File: src/rtl/multdiv_pkg.sv
`default_nettype none
// ============================================================================
// Module   : multdiv_pkg
// Purpose  : Shared types and constants for the multiply/divide sequencer
//            and its iterative engine.
// Revision : 1.0  initial release
// ============================================================================
package multdiv_pkg;

  // Default datapath geometry
  localparam int DEF_DATA_WIDTH = 32;
  localparam int DEF_REG_ADDR_W = 5;
  localparam int DEF_CNT_W      = $clog2(DEF_DATA_WIDTH);

  // ALU opcodes understood by the engine
  localparam logic [4:0] ALU_MULT = 5'b00110;
  localparam logic [4:0] ALU_DIV  = 5'b00111;

  // Sequencer states
  typedef enum logic [1:0] {
    ST_IDLE = 2'd0,
    ST_RUN  = 2'd1,
    ST_DONE = 2'd2
  } state_e;

  // True when the opcode selects the divider
  function automatic logic is_div_op(input logic [4:0] op);
    return (op == ALU_DIV);
  endfunction

endpackage
`default_nettype wire

File: src/rtl/multdiv_engine.sv
`default_nettype none
// ============================================================================
// Module   : multdiv_engine
// Purpose  : Iterative signed datapath. Unsigned shift-add multiplier and
//            restoring divider on operand magnitudes, with a final sign
//            fix-up. One bit per step; DATA_WIDTH steps per operation.
// Revision : 1.0  initial release
// ============================================================================
module multdiv_engine
  import multdiv_pkg::*;
#(
  parameter int DATA_WIDTH = DEF_DATA_WIDTH
) (
  input  logic                  clock,
  input  logic                  reset,
  input  logic                  load,
  input  logic                  step,
  input  logic [4:0]            op,
  input  logic [DATA_WIDTH-1:0] op_a,
  input  logic [DATA_WIDTH-1:0] op_b,
  output logic [DATA_WIDTH-1:0] result,
  output logic                  overflow
);

  localparam int W = DATA_WIDTH;

  // Shared working registers:
  //   multiply: hi = partial-product accumulator, lo = multiplier shifting out,
  //             opnd = multiplicand magnitude
  //   divide  : hi = partial remainder, lo = dividend shifting out / quotient
  //             shifting in, opnd = divisor magnitude
  logic         is_div;
  logic         neg;
  logic         dbz;
  logic [W-1:0] hi;
  logic [W-1:0] lo;
  logic [W-1:0] opnd;

  logic [W-1:0] mag_a;
  logic [W-1:0] mag_b;
  logic         load_div;

  logic [W:0]   mul_sum;
  logic [W:0]   div_shift;
  logic         div_ok;
  logic [W-1:0] div_sub;

  logic [2*W-1:0] prod_u;
  logic [2*W-1:0] prod_s;
  logic [W-1:0]   quot_s;

  // Operand magnitudes; the most negative value maps to 2^(W-1) unsigned
  assign mag_a    = op_a[W-1] ? (~op_a + {{(W-1){1'b0}}, 1'b1}) : op_a;
  assign mag_b    = op_b[W-1] ? (~op_b + {{(W-1){1'b0}}, 1'b1}) : op_b;
  assign load_div = is_div_op(op);

  // Multiply step: conditionally add multiplicand, then shift {hi,lo} right
  assign mul_sum = {1'b0, hi} + (lo[0] ? {1'b0, opnd} : {(W+1){1'b0}});

  // Divide step: shift next dividend bit into the remainder and trial-subtract.
  // When the subtraction succeeds the true difference is below 2^W, so the
  // modular W-bit difference is exact.
  assign div_shift = {hi, lo[W-1]};
  assign div_ok    = (div_shift >= {1'b0, opnd});
  assign div_sub   = div_shift[W-1:0] - opnd;

  // Iteration registers: load on issue, advance one bit per step
  always_ff @(posedge clock or negedge reset) begin
    if (!reset) begin
      is_div <= 1'b0;
      neg    <= 1'b0;
      dbz    <= 1'b0;
      hi     <= '0;
      lo     <= '0;
      opnd   <= '0;
    end else if (load) begin
      is_div <= load_div;
      neg    <= op_a[W-1] ^ op_b[W-1];
      dbz    <= load_div && (op_b == '0);
      hi     <= '0;
      lo     <= load_div ? mag_a : mag_b;
      opnd   <= load_div ? mag_b : mag_a;
    end else if (step) begin
      if (is_div) begin
        hi <= div_ok ? div_sub : div_shift[W-1:0];
        lo <= {lo[W-2:0], div_ok};
      end else begin
        hi <= mul_sum[W:1];
        lo <= {mul_sum[0], lo[W-1:1]};
      end
    end
  end

  // Sign fix-up of the unsigned results
  assign prod_u = {hi, lo};
  assign prod_s = neg ? (~prod_u + {{(2*W-1){1'b0}}, 1'b1}) : prod_u;
  assign quot_s = neg ? (~lo + {{(W-1){1'b0}}, 1'b1}) : lo;

  // Result select and exception detection
  always_comb begin
    result   = '0;
    overflow = 1'b0;
    if (is_div) begin
      if (dbz) begin
        result   = '0;
        overflow = 1'b1;
      end else begin
        result   = quot_s;
        // A positive quotient with the top bit set only arises from MIN / -1
        overflow = !neg && lo[W-1];
      end
    end else begin
      result   = prod_s[W-1:0];
      overflow = (prod_s[2*W-1:W] != {W{prod_s[W-1]}});
    end
  end

endmodule
`default_nettype wire

File: src/rtl/multdiv_sequencer.sv
`default_nettype none
// ============================================================================
// Module   : multdiv_sequencer
// Purpose  : Execute-stage controller for the shared multiply/divide engine.
//            Freezes the front of the pipeline while the engine iterates and
//            hands result, destination and exception to X/M as a one-cycle
//            valid pulse. A flush aborts the operation without a result.
// Revision : 1.0  initial release
// ============================================================================
module multdiv_sequencer
  import multdiv_pkg::*;
#(
  parameter int DATA_WIDTH = DEF_DATA_WIDTH,
  parameter int REG_ADDR_W = DEF_REG_ADDR_W
) (
  input  logic                  clock,
  input  logic                  reset,
  input  logic                  ctrl_mult,
  input  logic                  ctrl_div,
  input  logic [DATA_WIDTH-1:0] operandA,
  input  logic [DATA_WIDTH-1:0] operandB,
  input  logic [REG_ADDR_W-1:0] dest_reg,
  input  logic                  flush,
  output logic                  stall_pipe,
  output logic                  busy,
  output logic [DATA_WIDTH-1:0] result,
  output logic [REG_ADDR_W-1:0] result_rd,
  output logic                  result_valid,
  output logic                  exception
);

  localparam int CW = $clog2(DATA_WIDTH);
  localparam logic [CW-1:0] LAST_CNT = CW'(DATA_WIDTH - 1);

  state_e state;
  state_e state_nxt;

  logic [CW-1:0]         counter;
  logic [REG_ADDR_W-1:0] rd_latch;

  // Values presented while no result is being delivered
  logic [DATA_WIDTH-1:0] hold_result;
  logic [REG_ADDR_W-1:0] hold_rd;
  logic                  hold_exc;

  logic                  start;
  logic                  start_dbz;
  logic [4:0]            issue_op;
  logic [DATA_WIDTH-1:0] eng_result;
  logic                  eng_overflow;

  // Issue qualification: only from IDLE, flush wins, multiply beats divide
  assign start     = (ctrl_mult | ctrl_div) && (state == ST_IDLE) && !flush;
  assign issue_op  = ctrl_mult ? ALU_MULT : ALU_DIV;
  assign start_dbz = start && !ctrl_mult && (operandB == '0);

  multdiv_engine #(
    .DATA_WIDTH (DATA_WIDTH)
  ) u_engine (
    .clock    (clock),
    .reset    (reset),
    .load     (start),
    .step     (state == ST_RUN),
    .op       (issue_op),
    .op_a     (operandA),
    .op_b     (operandB),
    .result   (eng_result),
    .overflow (eng_overflow)
  );

  // Next-state decode
  always_comb begin
    state_nxt = state;
    case (state)
      ST_IDLE: begin
        if (start) begin
          state_nxt = start_dbz ? ST_DONE : ST_RUN;
        end
      end
      ST_RUN: begin
        if (flush) begin
          state_nxt = ST_IDLE;
        end else if (counter == LAST_CNT) begin
          state_nxt = ST_DONE;
        end
      end
      ST_DONE: state_nxt = ST_IDLE;
      default: state_nxt = ST_IDLE;
    endcase
  end

  // State register and iteration counter
  always_ff @(posedge clock or negedge reset) begin
    if (!reset) begin
      state   <= ST_IDLE;
      counter <= '0;
    end else begin
      state <= state_nxt;
      if (state == ST_RUN && state_nxt == ST_RUN) begin
        counter <= counter + CW'(1);
      end else begin
        counter <= '0;
      end
    end
  end

  // Destination register captured with the issuing instruction
  always_ff @(posedge clock or negedge reset) begin
    if (!reset) begin
      rd_latch <= '0;
    end else if (start) begin
      rd_latch <= dest_reg;
    end
  end

  // Remember the last delivered result so outputs hold between pulses
  always_ff @(posedge clock or negedge reset) begin
    if (!reset) begin
      hold_result <= '0;
      hold_rd     <= '0;
      hold_exc    <= 1'b0;
    end else if (result_valid) begin
      hold_result <= eng_result;
      hold_rd     <= rd_latch;
      hold_exc    <= eng_overflow;
    end
  end

  // Handshake outputs; a flush in DONE suppresses the pulse
  assign result_valid = (state == ST_DONE) && !flush;
  assign busy         = (state == ST_RUN);
  assign stall_pipe   = start || (state == ST_RUN);
  assign result       = result_valid ? eng_result   : hold_result;
  assign result_rd    = result_valid ? rd_latch     : hold_rd;
  assign exception    = result_valid ? eng_overflow : hold_exc;

endmodule
`default_nettype wire

File: config.mk
export PLATFORM = sky130hd
export DESIGN_NAME = multdiv_sequencer
export DESIGN_NICKNAME = d
export VERILOG_FILES = /design/src/rtl/multdiv_pkg.sv /design/src/rtl/multdiv_engine.sv /design/src/rtl/multdiv_sequencer.sv
export SDC_FILE = /design/constraint.sdc
export NUM_CORES = 1
export LEC_CHECK = 0
export CAP_MARGIN = 20
export CORE_ASPECT_RATIO = 0.8
export CORE_MARGIN = 8
export CORE_UTILIZATION = 60
export CTS_CLUSTER_DIAMETER = 30
export DETAILED_ROUTE_END_ITERATION = 10
export DONT_BUFFER_PORTS = 1
export GPL_TIMING_DRIVEN = 0
export PLACE_DENSITY = 0.76
export SETUP_SLACK_MARGIN = 0.02
export SYNTH_ARGS = -nofsm -noshare
export SYNTH_HDL_FRONTEND = slang
export SYNTH_SLANG_ARGS = --single-unit
File: constraint.sdc
create_clock -name clock -period 4.3 [get_ports clock]
set_input_delay 0.86 -clock clock [delete_from_list [all_inputs] [get_ports clock]]
set_output_delay 0.86 -clock clock [all_outputs]
set_load 0.02 [all_outputs]
# --- Yosys cells after proc, flatten, opt, wreduce, memory -nomap -nowiden ---
# Index checks and enable logic that the tools add are counted.
word_totals:
  input_bits: 74
  reg_bits: 149
  word_cells: 75
  out_inout_bits: 41
op_classes:
  n_reduce_logical: 15
  n_addsub: 7
  bitwise: 6
  eq_ne: 6
  magnitude_cmp: 1
  muxes: 28
ops:
  columns: ["operator", "n"]
  rows:
  - ["32-bit two-way mux", 16]
  - ["32-bit by 1-bit adder with 32-bit output, second input constant", 3]
  - ["32-bit NOT", 3]
  - ["64-bit by 1-bit adder with 64-bit output, second input constant", 1]
  - ["64-bit two-way mux", 1]
  - ["64-bit NOT", 1]
  - ["32-bit by 33-bit adder with 33-bit output", 1]
  - ["33-bit by 32-bit greater-or-equal comparator with 1-bit output", 1]
  - ["32-bit logical NOT", 1]
  - ["32-bit != test", 1]
  - ["32-bit subtractor", 1]
  - ["5-bit two-way mux", 2]
  - ["1-bit logical AND", 8]
  - ["2-bit two-way mux", 4]
  - ["5-bit by 1-bit adder with 5-bit output, second input constant", 1]
  - ["5-bit == test, second input constant", 1]
  - ["2-bit by 1-bit == test with 1-bit output, second input constant", 2]
  - ["1-bit two-way mux", 4]
  - ["2-bit one-hot mux with 2 select lines", 1]
  - ["3-bit == test, second input constant", 1]
  - ["1-bit logical NOT", 3]
  - ["2-bit == test, second input constant", 1]
  - ["2-bit logical NOT", 1]
  - ["2-bit nonzero test", 1]
  - ["3 further kinds", 3]

# --- Longest topological paths before layout ---
logic_depth:
  ltp_word: 11
  depth_mapped: 15
  ltp_nobuf: 14

# --- Cells and area by module ---
# From an unflattened synthesis, not the netlist that was laid out.
unflattened:
  hier_cells: 1920
  area_unflattened_um2: 14834.2
modules_own_cells:
  columns: ["module", "cells_per_inst", "area_per_inst_um2", "instances"]
  rows:
  - ["multdiv_engine", 1783, 12833.6, 1]
  - ["multdiv_sequencer", 137, 2000.7, 1]

# --- Worst setup path before layout ---
# No wires, ideal clock.
synth_path:
  path_kind: "reg-to-output"
  startpoint: "register u_engine.lo[15]"
  endpoint: "output port exception"
  setup_slack_ns: -0.127
  arrival_time_ns: 3.567
  path_stages_with_launch: 11
  n_path_buf: 1
  required_time_ns: 3.440
  cell_sequence: "dfrtp_1 > or4_4 > or4b_4 > or3_1 > buf_2 > or3_1 > o31ai_2 > xor2_1 > nor4_1 > a31o_2 > a31oi_1"
synth_between:
  elab_chain_cells: 6
synth_lines:
  columns: ["item", "line", "text"]
  rows:
  - ["start, declared", "multdiv_engine.sv:36", "logic [W-1:0] lo;"]
  - ["start signal, assigned", "multdiv_engine.sv:81", "lo <= load_div ? mag_a : mag_b;"]
  - ["start signal, assigned", "multdiv_engine.sv:86", "lo <= {lo[W-2:0], div_ok};"]
  - ["start signal, assigned", "multdiv_engine.sv:89", "lo <= {mul_sum[0], lo[W-1:1]};"]
  - ["64-bit NOT", "multdiv_engine.sv:96", "assign prod_s = neg ? (~prod_u + {{(2*W-1){1'b0}}, 1'b1}) : prod_u;"]
  - ["64-bit by 1-bit adder with 64-bit output", "multdiv_engine.sv:96", null]
  - ["64-bit two-way mux", "multdiv_engine.sv:96", null]
  - ["32-bit != test", "multdiv_engine.sv:114", "overflow = (prod_s[2*W-1:W] != {W{prod_s[W-1]}});"]
  - ["1-bit two-way mux", "multdiv_engine.sv:103", "if (is_div) begin"]
  - ["1-bit two-way mux", null, null]
  - ["end, declared", "multdiv_sequencer.sv:29", "output logic exception"]
# Every way passes these cells.

# --- Worst setup path in the final report ---
layout_path:
  startpoint: "register u_engine.hi[21]"
  endpoint: "output port exception"
layout_between:
  elab_chain_cells: 6
layout_lines:
  columns: ["item", "line", "text"]
  rows:
  - ["start, declared", "multdiv_engine.sv:35", "logic [W-1:0] hi;"]
  - ["start signal, assigned", "multdiv_engine.sv:85", "hi <= div_ok ? div_sub : div_shift[W-1:0];"]
  - ["start signal, assigned", "multdiv_engine.sv:88", "hi <= mul_sum[W:1];"]
  - ["64-bit NOT", "multdiv_engine.sv:96", null]
  - ["64-bit by 1-bit adder with 64-bit output", "multdiv_engine.sv:96", null]
  - ["64-bit two-way mux (*)", "multdiv_engine.sv:96", null]
  - ["32-bit != test (*)", "multdiv_engine.sv:114", null]
  - ["1-bit two-way mux (*)", "multdiv_engine.sv:103", null]
  - ["1-bit two-way mux (*)", null, null]
# Every way passes the cells marked *; elsewhere a longest branch is shown, timed or not.

==> impl_metrics.json <==
{
  "critPathRequiredTime_ps": 3440,
  "post_cts_hold_buffers": 0,
  "mappedNetlistNets": 1920,
  "final_antenna_net_count": 0,
  "clock_sinks": 149,
  "synth_area_per_cell_sq_um": 7.66,
  "total_power_w": 0.0100,
  "initial_utilization_pct": 60.8,
  "report.final.slew_viol_count": 0,
  "cp-end-kind": "output port",
  "synth_enable_flop_cells": 0,
  "layout_min_cycle_time_ps": 4860,
  "worst_setup_path_endpoint": "exception",
  "hold_path_class": "primary input to async pin",
  "post-route-drc-count": 0,
  "die-width_microns": 184,
  "antenna_cells": 0,
  "gp_congestion": 1.02,
  "grt_setup_unrepaired": "yes",
  "synthesized_area_sq_um": 13600,
  "num_vias": 14200,
  "critical_path.reg2reg.startpoint": "u_engine.lo[0]$_DFFE_PN0P_",
  "drt-wirelength-per-cell_microns": 23.7,
  "setup_tns_ps": -556,
  "rrSetupSlack_ps": 150,
  "setup_viol": 1,
  "die_height_microns": 151,
  "finalHoldViolCount": 0,
  "failed_checks": "setup timing",
  "final_min_period_over_clock_period_pct": 113,
  "detailedRoute.firstIterationViolations": 2061,
  "yosysSeqAreaShare_pct": 27.4,
  "vdd_drop_max_v": 0.000474,
  "reg2regPathDepth": 14,
  "cp-start-kind": "flop",
  "area_growth_pct": 10.6,
  "drt-vias-per-instance": 6.66,
  "worst_slew_pin_slew_ps": 1060,
  "cts.path.max_buffers": 2,
  "drtPass1Iterations": 6,
  "clk_pin_slew_ps": 70,
  "antenna_found_initial": 1,
  "fmax_ghz": 0.206,
  "cts-buffers-inserted": 17,
  "htreeDepth": 4,
  "post_synth_inst_count": 1775,
  "crit_type": "flop to output port",
  "cts_root_buf": "sky130_fd_sc_hd__clkbuf_16",
  "detail_route.wirelength_microns": 50400,
  "timing.clock.skew_ps": 15.4,
  "total_leakage_power_nw": 6.36,
  "relSlewSlack_pct": 29.1,
  "synth_flop_type": "sky130_fd_sc_hd__dfrtp_1",
  "tritoncts_clock_tree": "done",
  "boundaryPins": 115,
  "worstSkewPairLatency_ps": 450,
  "worstSetupStartpoint": "u_engine.hi[21]$_DFFE_PN0P_",
  "critPathMaxFanout": 9,
  "layout.cells.non_filler": 2126,
  "total_gr_overflow": 0,
  "synth.lib_cells_used.distinct": 77,
  "fp.coreArea_sq_um": 22400,
  "core.rowCount": 49,
  "layout-drive-gt1-share_pct": 8.30,
  "place_hpwl_microns": 38700,
  "design.final.nets": 1952,
  "power-per-cell-area_nw_per_um2": 667,
  "grt_max_degree": 150,
  "ys_seq_elements": 149,
  "placed_instances": 2081,
  "first_global_vias": 13000,
  "async_flop_share_pct": 100,
  "globalRouteTotalUtil_pct": 36.2,
  "count_of_yosys_warnings_during_synthesis": 0,
  "fin_ws_ps": -556,
  "port_buffers": 0,
  "status": "finished with violations",
  "grt_pass1_wl_microns": 77000,
  "number_of_maximum_capacitance_constraint_violations": 0,
  "critical_path.reg2reg.endpoint": "u_engine.hi[31]$_DFFE_PN0P_",
  "dieArea_sq_um": 27800,
  "crit_arrival_ps": 4000
}
[registers in the layout (all words and copies together) (netlist names)]
| register | count |
|---|---|
| rd_latch | 5 |
| counter | 5 |
| u_engine.lo | 32 |
| u_engine.hi | 32 |
| u_engine.dbz | 1 |
| u_engine.opnd | 32 |
| state | 2 |
| hold_result | 32 |
| hold_exc | 1 |
| hold_rd | 5 |
| u_engine.neg | 1 |
| u_engine.is_div | 1 |
[kinds of logic after synthesis]
| family | Yosys count | share of synthesized area, % |
|---|---|---|
| AND/OR/NAND/NOR | 586 | 20.1 |
| adder cells (fa/ha/maj) | 71 | 6.64 |
| XOR/XNOR | 166 | 10.7 |
| AO/OA/AOI/OAI | 579 | 26.4 |
| multiplexers | 53 | 3.96 |
| buffers and inverters | 171 | 4.83 |
| flip-flops | 149 | 27.4 |
[Yosys cell counts (all sizes together) (20+ instances only)]
master | n | area, sq um
nand2 | 234 | 878
o21ai | 219 | 1100
dfrtp | 149 | 3730
nor2 | 147 | 552
a21oi | 124 | 621
clkbuf | 95 | 358
xor2 | 90 | 788
xnor2 | 76 | 666
ha | 69 | 863
inv | 62 | 233
mux2i | 47 | 470
o211ai | 42 | 320
o31ai | 39 | 303
or3 | 38 | 243
nor3 | 30 | 150
a21o | 23 | 173
nand3 | 23 | 115
or4 | 20 | 158
[how the worst min path moves through the flow]
stage               slack [ps]                       endpoint
global route               120  u_engine.opnd[19]$_DFFE_PN0N_
floorplan                  430           counter[0]$_DFF_PN0_
finish                     140  u_engine.opnd[17]$_DFFE_PN0N_
CTS                        110    u_engine.hi[12]$_DFFE_PN0P_
global placement           450           counter[0]$_DFF_PN0_
detailed placement         450           counter[0]$_DFF_PN0_
[power breakdown]
part           switching, W  internal, W  total, W
sequential         0.000714      0.00174   0.00245
combinational       0.00368      0.00241   0.00609
clock              0.000708     0.000782   0.00149
[placed cells by master, fill, tap and decap left out, types with 61 or more instances in the layout]
cell,n
sky130_fd_sc_hd__clkbuf_1,78
sky130_fd_sc_hd__xnor2_1,74
sky130_fd_sc_hd__o21ai_0,194
sky130_fd_sc_hd__nand2_1,232
sky130_fd_sc_hd__ha_1,69
sky130_fd_sc_hd__nor2_1,145
sky130_fd_sc_hd__xor2_1,90
sky130_fd_sc_hd__inv_1,61
sky130_fd_sc_hd__dfrtp_1,137
sky130_fd_sc_hd__a21oi_1,124
[per-layer routing]
metal	global-route usage [%]	up-vias	wire length (microns)
li1	-	6459	-
met1	50.5	6707	20800
met2	51.8	901	20500
met3	13.7	83	7990
met4	9.18	0	1140
met5	0	-	0
[repair_timing]
item	4_1_cts	5_1_grt
buffers inserted	15	7
setup endpoints to repair	45	37
pin swaps	15	13
gates resized for setup	64	38
[through the flow]
| stage | hold WS, ps | area [sq um] | setup WS [ps] | utilization (%) |
|---|---|---|---|---|
| floorplan | 432 | 13600 | 23.2 | - |
| global placement | 448 | 14000 | -1120 | 62.6 |
| detailed placement | 452 | 14000 | -1150 | 62.6 |
| CTS | 111 | 14900 | -568 | 66.4 |
| global route | 120 | 15000 | -694 | 67.2 |
| finish | 135 | 15000 | -556 | 67.2 |
[cell type report]
| type | count | area [sq um] |
|---|---|---|
| fill | 1965 | 7330 |
| clock inverter | 14 | 134 |
| timing repair buffer | 22 | 165 |
| tap | 306 | 383 |
| buffer | 97 | 424 |
| inverter | 65 | 246 |
| multi-input combinational | 1455 | 9510 |
| clock buffer | 18 | 439 |
| sequential | 149 | 3740 |
[critical path: stages (launching register included)]
cell,delay (ps)
sky130_fd_sc_hd__dfrtp_1,650
sky130_fd_sc_hd__or3_1,510
sky130_fd_sc_hd__or3_4,420
sky130_fd_sc_hd__or4_1,550
sky130_fd_sc_hd__or3b_1,390
sky130_fd_sc_hd__o21ai_1,150
sky130_fd_sc_hd__xnor2_1,110
sky130_fd_sc_hd__or2_1,250
sky130_fd_sc_hd__and4b_1,230
sky130_fd_sc_hd__a31oi_4,290
Note: power is estimated with default switching activity, not from simulation.
